--- src/rtl/alu_mc_if.sv ---
// Start/Busy/Done operand and result bundle for the multi-cycle ALU.
// The master drives the request side; the ALU is the slave.
interface alu_mc_if #(
  parameter int W   = 8,
  parameter int OPW = 4
);
  logic           Start;
  logic [OPW-1:0] Op;
  logic [W-1:0]   A;
  logic [W-1:0]   B;
  logic           Busy;
  logic           Done;
  logic [W-1:0]   Result;
  logic           Zero;
  logic           Sign;
  logic           Carry;

  modport master (
    output Start, Op, A, B,
    input  Busy, Done, Result, Zero, Sign, Carry
  );

  modport slave (
    input  Start, Op, A, B,
    output Busy, Done, Result, Zero, Sign, Carry
  );
endinterface

--- src/rtl/alu_mc.sv ---
// Multi-cycle ALU: single-edge arithmetic/logic, iterative one-bit-per-edge shifts.
// Optional macro ALU_MC_MUL_EN adds an iterative shift-add multiplier on opcode 10.
module alu_mc #(
  parameter int W   = 8,
  parameter int OPW = 4
) (
  input logic     Clk,
  input logic     Reset,
  alu_mc_if.slave bus
);

  localparam int CW = $clog2(W + 1);

  typedef logic [CW-1:0] cnt_t;
  typedef logic [W:0]    wext_t;

  localparam cnt_t  CNT_W   = cnt_t'(W);
  localparam cnt_t  CNT_ONE = cnt_t'(1'b1);
  localparam wext_t W_EXT   = wext_t'(W);

  localparam logic [1:0] ST_IDLE  = 2'd0;
  localparam logic [1:0] ST_SHIFT = 2'd1;
`ifdef ALU_MC_MUL_EN
  localparam logic [1:0] ST_MUL   = 2'd2;
`endif

  localparam logic [OPW-1:0] OP_ADD   = OPW'(4'd0);
  localparam logic [OPW-1:0] OP_SUB   = OPW'(4'd1);
  localparam logic [OPW-1:0] OP_ADC   = OPW'(4'd2);
  localparam logic [OPW-1:0] OP_XOR   = OPW'(4'd3);
  localparam logic [OPW-1:0] OP_AND   = OPW'(4'd4);
  localparam logic [OPW-1:0] OP_OR    = OPW'(4'd5);
  localparam logic [OPW-1:0] OP_SHL   = OPW'(4'd6);
  localparam logic [OPW-1:0] OP_SHR   = OPW'(4'd7);
  localparam logic [OPW-1:0] OP_SRA   = OPW'(4'd8);
  localparam logic [OPW-1:0] OP_PASSB = OPW'(4'd9);
`ifdef ALU_MC_MUL_EN
  localparam logic [OPW-1:0] OP_MUL   = OPW'(4'd10);
`endif

  localparam logic [1:0] SK_SHL = 2'd0;
  localparam logic [1:0] SK_SHR = 2'd1;
  localparam logic [1:0] SK_SRA = 2'd2;

  logic [1:0]   state_r;
  logic         busy_r;
  logic         done_r;
  logic [W-1:0] result_r;
  logic         zero_r;
  logic         sign_r;
  logic         carry_r;
  logic [W-1:0] work_r;
  cnt_t         cnt_r;
  logic [1:0]   skind_r;

`ifdef ALU_MC_MUL_EN
  logic [2*W-1:0] acc_r;
  logic [2*W-1:0] mcand_r;
  logic [W-1:0]   mplier_r;
  logic [2*W-1:0] acc_next_s;
`endif

  logic         is_shift_s;
  logic [1:0]   skind_s;
  cnt_t         k_s;
  logic         multi_s;
  logic [W:0]   sum_s;
  logic [W-1:0] one_res_s;
  logic         one_carry_s;
  logic [W-1:0] sh_next_s;
  logic         sh_out_s;
  logic         cmp_en_s;
  logic [W-1:0] cmp_res_s;
  logic         cmp_carry_s;

  // Decode: is the request multi-cycle, and what is the clamped shift amount.
  always_comb begin
    is_shift_s = 1'b0;
    skind_s    = SK_SHL;
    k_s        = '0;
    multi_s    = 1'b0;
    case (bus.Op)
      OP_SHL: begin
        is_shift_s = 1'b1;
        skind_s    = SK_SHL;
      end
      OP_SHR: begin
        is_shift_s = 1'b1;
        skind_s    = SK_SHR;
      end
      OP_SRA: begin
        is_shift_s = 1'b1;
        skind_s    = SK_SRA;
      end
      default: begin
        is_shift_s = 1'b0;
        skind_s    = SK_SHL;
      end
    endcase
    if ({1'b0, bus.B} >= W_EXT) begin
      k_s = CNT_W;
    end else begin
      k_s = bus.B[CW-1:0];
    end
    if (is_shift_s && (k_s != '0)) begin
      multi_s = 1'b1;
    end else begin
      multi_s = 1'b0;
    end
`ifdef ALU_MC_MUL_EN
    if (bus.Op == OP_MUL) begin
      multi_s = 1'b1;
    end else begin
      multi_s = multi_s;
    end
`endif
  end

  // Single-edge result; shift opcodes land here only when the amount is zero.
  always_comb begin
    sum_s       = '0;
    one_res_s   = '0;
    one_carry_s = carry_r;
    case (bus.Op)
      OP_ADD: begin
        sum_s       = {1'b0, bus.A} + {1'b0, bus.B};
        one_res_s   = sum_s[W-1:0];
        one_carry_s = sum_s[W];
      end
      OP_SUB: begin
        // A + ~B + 1: carry out is the not-borrow flag
        sum_s       = {1'b0, bus.A} + {1'b0, ~bus.B} + {{W{1'b0}}, 1'b1};
        one_res_s   = sum_s[W-1:0];
        one_carry_s = sum_s[W];
      end
      OP_ADC: begin
        sum_s       = {1'b0, bus.A} + {1'b0, bus.B} + {{W{1'b0}}, carry_r};
        one_res_s   = sum_s[W-1:0];
        one_carry_s = sum_s[W];
      end
      OP_XOR:   one_res_s = bus.A ^ bus.B;
      OP_AND:   one_res_s = bus.A & bus.B;
      OP_OR:    one_res_s = bus.A | bus.B;
      OP_PASSB: one_res_s = bus.B;
      OP_SHL, OP_SHR, OP_SRA: begin
        one_res_s   = bus.A;
        one_carry_s = 1'b0;
      end
      default: begin
        one_res_s   = '0;
        one_carry_s = carry_r;
      end
    endcase
  end

  // One-bit shift step of the working register and the bit that falls out.
  always_comb begin
    sh_next_s = work_r;
    sh_out_s  = 1'b0;
    case (skind_r)
      SK_SHL: begin
        sh_next_s = {work_r[W-2:0], 1'b0};
        sh_out_s  = work_r[W-1];
      end
      SK_SHR: begin
        sh_next_s = {1'b0, work_r[W-1:1]};
        sh_out_s  = work_r[0];
      end
      SK_SRA: begin
        sh_next_s = {work_r[W-1], work_r[W-1:1]};
        sh_out_s  = work_r[0];
      end
      default: begin
        sh_next_s = work_r;
        sh_out_s  = 1'b0;
      end
    endcase
  end

`ifdef ALU_MC_MUL_EN
  // Partial-product accumulation for the current multiplier bit.
  always_comb begin
    if (mplier_r[0]) begin
      acc_next_s = acc_r + mcand_r;
    end else begin
      acc_next_s = acc_r;
    end
  end
`endif

  // Completion select: which value, if any, is committed on this edge.
  always_comb begin
    cmp_en_s    = 1'b0;
    cmp_res_s   = one_res_s;
    cmp_carry_s = one_carry_s;
    case (state_r)
      ST_IDLE: begin
        if (bus.Start && !multi_s) begin
          cmp_en_s = 1'b1;
        end else begin
          cmp_en_s = 1'b0;
        end
      end
      ST_SHIFT: begin
        cmp_res_s   = sh_next_s;
        cmp_carry_s = sh_out_s;
        if (cnt_r == CNT_ONE) begin
          cmp_en_s = 1'b1;
        end else begin
          cmp_en_s = 1'b0;
        end
      end
`ifdef ALU_MC_MUL_EN
      ST_MUL: begin
        cmp_res_s   = acc_next_s[W-1:0];
        cmp_carry_s = |acc_next_s[2*W-1:W];
        if (cnt_r == CNT_ONE) begin
          cmp_en_s = 1'b1;
        end else begin
          cmp_en_s = 1'b0;
        end
      end
`endif
      default: begin
        cmp_en_s = 1'b0;
      end
    endcase
  end

  // Control FSM: operand capture, iteration counter and Busy.
  always_ff @(posedge Clk) begin
    if (Reset) begin
      state_r <= ST_IDLE;
      busy_r  <= 1'b0;
      work_r  <= '0;
      cnt_r   <= '0;
      skind_r <= SK_SHL;
`ifdef ALU_MC_MUL_EN
      acc_r    <= '0;
      mcand_r  <= '0;
      mplier_r <= '0;
`endif
    end else begin
      case (state_r)
        ST_IDLE: begin
          if (bus.Start && multi_s) begin
            busy_r <= 1'b1;
`ifdef ALU_MC_MUL_EN
            if (bus.Op == OP_MUL) begin
              state_r  <= ST_MUL;
              cnt_r    <= CNT_W;
              acc_r    <= '0;
              mcand_r  <= {{W{1'b0}}, bus.A};
              mplier_r <= bus.B;
            end else begin
              state_r <= ST_SHIFT;
              cnt_r   <= k_s;
              work_r  <= bus.A;
              skind_r <= skind_s;
            end
`else
            state_r <= ST_SHIFT;
            cnt_r   <= k_s;
            work_r  <= bus.A;
            skind_r <= skind_s;
`endif
          end
        end
        ST_SHIFT: begin
          work_r <= sh_next_s;
          cnt_r  <= cnt_r - CNT_ONE;
          if (cnt_r == CNT_ONE) begin
            state_r <= ST_IDLE;
            busy_r  <= 1'b0;
          end
        end
`ifdef ALU_MC_MUL_EN
        ST_MUL: begin
          acc_r    <= acc_next_s;
          mcand_r  <= {mcand_r[2*W-2:0], 1'b0};
          mplier_r <= {1'b0, mplier_r[W-1:1]};
          cnt_r    <= cnt_r - CNT_ONE;
          if (cnt_r == CNT_ONE) begin
            state_r <= ST_IDLE;
            busy_r  <= 1'b0;
          end
        end
`endif
        default: begin
          state_r <= ST_IDLE;
          busy_r  <= 1'b0;
        end
      endcase
    end
  end

  // Result and flag registers; they move only on a completion edge.
  always_ff @(posedge Clk) begin
    if (Reset) begin
      done_r   <= 1'b0;
      result_r <= '0;
      zero_r   <= 1'b0;
      sign_r   <= 1'b0;
      carry_r  <= 1'b0;
    end else begin
      done_r <= cmp_en_s;
      if (cmp_en_s) begin
        result_r <= cmp_res_s;
        zero_r   <= (cmp_res_s == '0);
        sign_r   <= cmp_res_s[W-1];
        carry_r  <= cmp_carry_s;
      end
    end
  end

  assign bus.Busy   = busy_r;
  assign bus.Done   = done_r;
  assign bus.Result = result_r;
  assign bus.Zero   = zero_r;
  assign bus.Sign   = sign_r;
  assign bus.Carry  = carry_r;

  alu_mc_chk #(.W(W)) u_chk (
    .clk    (Clk),
    .reset  (Reset),
    .busy   (busy_r),
    .done   (done_r),
    .idle   (state_r == ST_IDLE),
    .result (result_r)
  );

endmodule

// Handshake invariants of alu_mc.
module alu_mc_chk #(
  parameter int W = 8
) (
  input logic         clk,
  input logic         reset,
  input logic         busy,
  input logic         done,
  input logic         idle,
  input logic [W-1:0] result
);

  a_done_not_busy: assert property (@(posedge clk) disable iff (reset) done |-> !busy);
  a_busy_state:    assert property (@(posedge clk) busy == !idle);
  a_result_hold:   assert property (@(posedge clk) disable iff (reset)
                                    busy |=> (!busy || $stable(result)));

endmodule

--- src/flat_wrapper.sv ---
// flat-port wrapper written by rule: the top's interface ports become plain ports
module alu_mc_flat 
#(
  parameter int W   = 8,
  parameter int OPW = 4
)
  (Clk, Reset, bus_Start, bus_Op, bus_A, bus_B, bus_Busy, bus_Done, bus_Result, bus_Zero, bus_Sign, bus_Carry);
  alu_mc_if #(.W(W), .OPW(OPW)) bus_i ();
  input logic Clk;
  input logic Reset;
  input wire logic [$bits(bus_i.Start)-1:0] bus_Start;
  input wire logic [$bits(bus_i.Op)-1:0] bus_Op;
  input wire logic [$bits(bus_i.A)-1:0] bus_A;
  input wire logic [$bits(bus_i.B)-1:0] bus_B;
  output wire logic [$bits(bus_i.Busy)-1:0] bus_Busy;
  output wire logic [$bits(bus_i.Done)-1:0] bus_Done;
  output wire logic [$bits(bus_i.Result)-1:0] bus_Result;
  output wire logic [$bits(bus_i.Zero)-1:0] bus_Zero;
  output wire logic [$bits(bus_i.Sign)-1:0] bus_Sign;
  output wire logic [$bits(bus_i.Carry)-1:0] bus_Carry;
  assign bus_i.Start = bus_Start;
  assign bus_i.Op = bus_Op;
  assign bus_i.A = bus_A;
  assign bus_i.B = bus_B;
  assign bus_Busy = bus_i.Busy;
  assign bus_Done = bus_i.Done;
  assign bus_Result = bus_i.Result;
  assign bus_Zero = bus_i.Zero;
  assign bus_Sign = bus_i.Sign;
  assign bus_Carry = bus_i.Carry;
  alu_mc #(.W(W), .OPW(OPW)) u_core (.Clk(Clk), .Reset(Reset), .bus(bus_i));
endmodule
--- config.mk ---
export PLATFORM = sky130hd
export DESIGN_NAME = alu_mc_flat
export DESIGN_NICKNAME = d
export VERILOG_FILES = /design/src/rtl/alu_mc_if.sv /design/src/rtl/alu_mc.sv /design/src/flat_wrapper.sv
export SDC_FILE = /design/constraint.sdc
export NUM_CORES = 1
export LEC_CHECK = 0
export CORE_ASPECT_RATIO = 1.5
export CORE_MARGIN = 5
export CORE_UTILIZATION = 40
export DETAILED_ROUTE_END_ITERATION = 10
export PLACE_DENSITY = 0.57
export SETUP_SLACK_MARGIN = 0.02
export SLEW_MARGIN = 30
export SYNTH_ARGS = -nofsm -noshare
export SYNTH_HDL_FRONTEND = slang
export SYNTH_SLANG_ARGS = --single-unit
--- constraint.sdc ---
create_clock -name Clk -period 5.3 [get_ports Clk]
set_input_delay 0.795 -clock Clk [delete_from_list [all_inputs] [get_ports Clk]]
set_output_delay 0.795 -clock Clk [all_outputs]
set_load 0.005 [all_outputs]
# Word-level counts from Yosys, hierarchy flattened

Cells that the tools add are included.
Widths: inputs -> output; s select.

Bits in registers: 29
Bits of input ports: 23
Output and inout bits: 13

$add $sub $neg: 5
$lt $le $gt $ge: 1
Eq/ne operators: 15
Multiplexer cells: 23
Bitwise operators: 4
Reductions and logical operators: 17

Operator list:

| kind                | number |
|---|---|
| $pmux 8 s8          | 1 |
| $pmux 8 s3          | 1 |
| $add 8x8->9         | 2 |
| $eq 4x3->1 const B  | 4 |
| $mux 8              | 2 |
| $pmux 8 s2          | 1 |
| $add 9x1->9         | 1 |
| $add 9x1->9 const B | 1 |
| $and 8x8->8         | 1 |
| $eq 4x1->1 const B  | 2 |
| $eq 4x2->1 const B  | 2 |
| $eq 4x4->1 const B  | 2 |
| $ge 8x4->1 const B  | 1 |
| $logic_not 8->1     | 1 |
| $mux 4              | 2 |
| $not 8->8           | 1 |
| $or 8x8->8          | 1 |
| $pmux 2 s2          | 2 |
| $pmux 4 s2          | 1 |
| $reduce_and 2->1    | 4 |
| $xor 8x8->8         | 1 |
| $mux 1              | 7 |
| $pmux 1 s2          | 3 |
| $reduce_bool 5->1   | 1 |
| 14 further kinds    | 20 |

# Depth between registers and ports, before layout

Depth after elaboration: 10
Depth in mapped cells: 13
Gate-level depth less buffers: 13

# Least setup slack after synthesis

Ideal clock, no wire load.

Kind: input port to flip-flop
Start: input port bus_B[0]
End: register u_core.zero_r, in the netlist u_core.bus.Zero
Arrival time: 3149 ps
Slack: 2062 ps
Stages: 12
Buffers on the path: 1
Cells stage by stage: ha_1 > inv_1 > fa_1 > buf_6 > nand2b_4 > a21o_1 > a2111oi_4 > xnor3_1 > a211o_1 > a22oi_2 > nand2_1 > o32ai_2

Longest elaborated chain between the ends: 9
Elaborated cells between the ends (all ways): 20

Ends and longest elaborated chain:

| what                                                | line               | text |
|---|---|---|
| start, declared                                     | flat_wrapper.sv:14 | `input wire logic [$bits(bus_i.B)-1:0] bus_B;` |
| branches (longest 9 deep; another with $add 8x8->9) | -                  |  |
| end signal, assigned                                | alu_mc.sv:309      | `zero_r <= (cmp_res_s == '0);` |
| end, declared                                       | alu_mc.sv:49       | `logic zero_r;` |

Several ways; the timed one is not identified.
A chain may end at the register's enable or synchronous reset.

# Worst setup path in the final report

Start: input port bus_B[2]
End: register u_core.zero_r, in the netlist u_core.bus.Zero

Same word-level chain as after synthesis.

==> impl_metrics.yaml <==
outcome:
  result_of_the_run: "completed"
timing:
  fin_worst_skew_ns: 0.00123
  timing.final.crit_share_pct: 74.9
  clock.fmax_mhz: 252
  normalized_max_slew_margin_pct: 49.7
  rsz0062_at_grt: "false"
  worst_pin_slew_ns: 0.754
  finalSetupViolations: 0
  post-route-min-period_ns: 3.97
  setup_total_negative_slack_ns: 0
  final-max-slew-violation-count: 0
  hold_viol_final: 0
floorplan:
  boundaryPins: 36
  design.die.area_mm2: 0.0103
  initial_utilization_pct: 41.3
  floorplan.die.width_um: 84.5
  core.rowCount: 40
  dieHeight_um: 122
  floorplan.core_area_mm2: 0.00806
yosys:
  post_synth_instance_area_mm2: 0.00333
  postSynthCellCount: 449
  yosysSeqAreaShare_pct: 15.6
  post-synth-top-count-cell: "sky130_fd_sc_hd__nor2_1"
  postSynthAreaPerCell_um2: 7.42
  yosysTopAreaCell: "sky130_fd_sc_hd__dfxtp_1"
  synth-edff-count: 0
  synth_top_area_share_pct: 15.6
  synth_nets: 506
  ys_async_sr_fraction_pct: 0
  synth_cell_types: 75
  ffs_latches_synth: 26
  netlist_top_cells_area: "sky130_fd_sc_hd__dfxtp_1 (16%), sky130_fd_sc_hd__ha_1 (12%), sky130_fd_sc_hd__nor2_1 (4.8%)"
  synth_ff_type: "sky130_fd_sc_hd__dfxtp_1"
  synthTopCellsByCount: "sky130_fd_sc_hd__nor2_1 (43), sky130_fd_sc_hd__nand2_1 (40), sky130_fd_sc_hd__a21oi_1 (32), sky130_fd_sc_hd__ha_1 (32), sky130_fd_sc_hd__inv_1 (31)"
  synth_warnings: 0
routing:
  first_iter_violations: 165
  met2_wirelength_um: 5820
  route.antenna.remaining_nets: 0
  drt_first_pass_iters: 5
  drt-met1-wl_um: 4420
  totalWireLength_um: 11000
  post-route-drc-count: 0
  top_layer_used: "met4"
  via_count_of_the_routed_design: 3420
  wire_per_inst_um: 19.4
  wl_met3_um: 428
  drt-vias-per-instance: 6.01
place:
  dpl.hpwl_um: 8730
  buffer_ports.inserted: 35
  gp_congestion: 0.904
global_route:
  first_global_vias: 3311
  overflow: 0
  grt_start_max_net_pins: 25
  antenna_found_initial: 0
  first_pass_grt_wire_length_um: 17500
  globalRouteTotalUtil_pct: 21.1
clocking:
  clk_latency_ns: 0.27
  post-cts-setup-buffer-count: 0
  ctsResizeCount: 0
  clock_path_buffers: 2
  cts_made_buffers: 3
  clk_pin_slew_worst_paths_ns: 0.07
  cts-root-buf: "sky130_fd_sc_hd__clkbuf_16"
  cts-hold-fix-buffers: 0
  cts_htree_levels: 1
  clock-sinks: 26
  tritoncts_clock_tree: "built"
finish:
  proportion_of_layout_cells_with_a_drive_suffix_above_1_pct: 7.97
  layout.nets: 522
  fill_cell_instance_count_of_the_final_layout: 878
  n_antenna_cell: 0
  flow.area_growth_from_synthesis_pct: 15.1
  multi_input_area_mm2: 0.00253
  register_area_um2: 520
  layout.core_utilization_pct: 47.6
power_and_ir_drop:
  netSwitchingFraction_pct: 34.8
  p_switching_mw: 0.261
  power_per_cell_area_mw_per_mm2: 196
  p_clk_share_pct: 29.9
  power_report.internal_total_mw: 0.489
  leakagePower_nw: 1.49
  power_frac_comb_pct: 40.5
  seq_power_share_pct: 29.5
  vdd_ir_drop_max_mv: 0.124
setup_path:
  critical-path-max-stage-delay_ns: 0.57
  critical_path_arrival_ns: 4.15
  worst-path-max-fanout: 10
  r2r-end: "u_core.bus.Zero$_SDFFE_PP0P_"
  worstReg2RegStart: "u_core.bus.Busy$_SDFFE_PP0P_"
  worst_path_max_delay_cell: "sky130_fd_sc_hd__clkdlybuf4s50_1"
  timing.reg2reg.worst_path_depth: 7
  timing.critical_path.required_ns: 5.48
  path_class: "in2reg"
  timing.critical_path.from_type: "input port"
  cp-end-kind: "flop"
  reg2reg_slack_ns: 2.42
  critical_path.cell_chain: "clkdlybuf4s50_1 > inv_1 > ha_1 > nor2_1 > nor3b_2 > o22ai_1 > xnor3_1 > a211o_1 > a22oi_2 > nand2_1 > o32ai_2"
  critical_path.startpoint: "bus_B[2]"
hold_path:
  min_to: "u_core.bus.Result[4]$_SDFFE_PP0P_"
  hold_path_class: "reg2reg"
  hold_path_startpoint: "u_core.bus.Result[4]$_SDFFE_PP0P_"
  hold-path-cell-count: 2
flow_run:
  cap_viol_max_count: 0
## registers in the layout (all words and copies together), names as in the netlist
register,count
u_core.bus.Result,8
u_core.work_r,8
u_core.cnt_r,4
u_core.skind_r,2
u_core.bus.Busy,1
u_core.bus.Carry,1
u_core.bus.Done,1
u_core.bus.Zero,1
## cell families (layout without fill, tap and decap cells)
family	after synthesis	count (layout)	synth area share, %
AO/OA/AOI/OAI	149	149	32.8
XOR/XNOR	15	15	4.36
adder cells (fa/ha/maj)	34	34	13.2
buffers and inverters	65	80	8.49
flip-flops	26	26	15.6
multiplexers	4	4	1.24
AND/OR/NAND/NOR	156	156	24.2
## through the flow
step | power [mW] | worst slack (ns) | instances | hold WS, ns | cell area [µm²]
after detailed placement | 0.526 | 1.06 | 565 | 0.454 | 3730
after global placement | 0.522 | 1.14 | 565 | 0.446 | 3730
after global routing | 0.788 | 1.18 | 569 | 0.482 | 3830
final | 0.750 | 1.33 | 569 | 0.461 | 3830
after CTS | 0.752 | 1.35 | 569 | 0.464 | 3830
after floorplan | 0.429 | 2.06 | 449 | 0.448 | 3330
## power by group through the flow
stage                     Clock [mW]  Sequential [mW]  Combinational (mW)
after floorplan                    0            0.221               0.208
after global placement             0            0.226               0.296
after detailed placement           0            0.226               0.300
after CTS                      0.229            0.221               0.301
after global routing           0.234            0.223               0.331
final                          0.224            0.222               0.304
## layer usage
| layer | vias up | track usage [%] |
|---|---|---|
| met5 | - | 0 |
| met3 | 28 | 1.83 |
| met4 | 0 | 9.01 |
| met1 | 1634 | 23.9 |
| li1 | 1665 | - |
| met2 | 93 | 39.6 |
## worst max-delay path: cells and delay by family
| kind | cells | cell delay, ns |
|---|---|---|
| xor+xnor | 1 | 0.39 |
| fa+ha+maj | 1 | 0.53 |
| buf+inv | 2 | 0.68 |
| compound gates | 4 | 0.94 |
| simple gates | 3 | 0.80 |
## how the worst max path moves through the flow
stage | end | cells after the start
2_1_floorplan | u_core.bus.Zero$_SDFFE_PP0P_ | 12
3_3_place_gp | u_core.bus.Zero$_SDFFE_PP0P_ | 11
3_5_place_dp | u_core.bus.Zero$_SDFFE_PP0P_ | 11
4_1_cts | u_core.bus.Zero$_SDFFE_PP0P_ | 11
5_1_grt | u_core.bus.Zero$_SDFFE_PP0P_ | 11
6_report | u_core.bus.Zero$_SDFFE_PP0P_ | 11
## cells in the final DEF, fill, tap and decap left out, drive strengths merged, types with 9 or more instances in the layout
| cell type | instances |
|---|---|
| dfxtp | 26 |
| nor3 | 12 |
| nand2 | 40 |
| buf | 10 |
| o21ai | 26 |
| a21oi | 32 |
| inv | 31 |
| clkdlybuf4s50 | 35 |
| a22oi | 9 |
| ha | 32 |
| nor2 | 44 |
| nor2b | 10 |
| a211oi | 10 |
## layout make-up
type                       count  share of cell area (%)
inverter                      31                    3.04
clock inverter                 1                   0.784
timing repair buffer          45                    11.1
multi-input combinational    358                    66.1
sequential                    26                    13.6
clock buffer                   3                    1.96
tap                          105                    3.43
No activity file was read; power rests on OpenSTA's default activity.
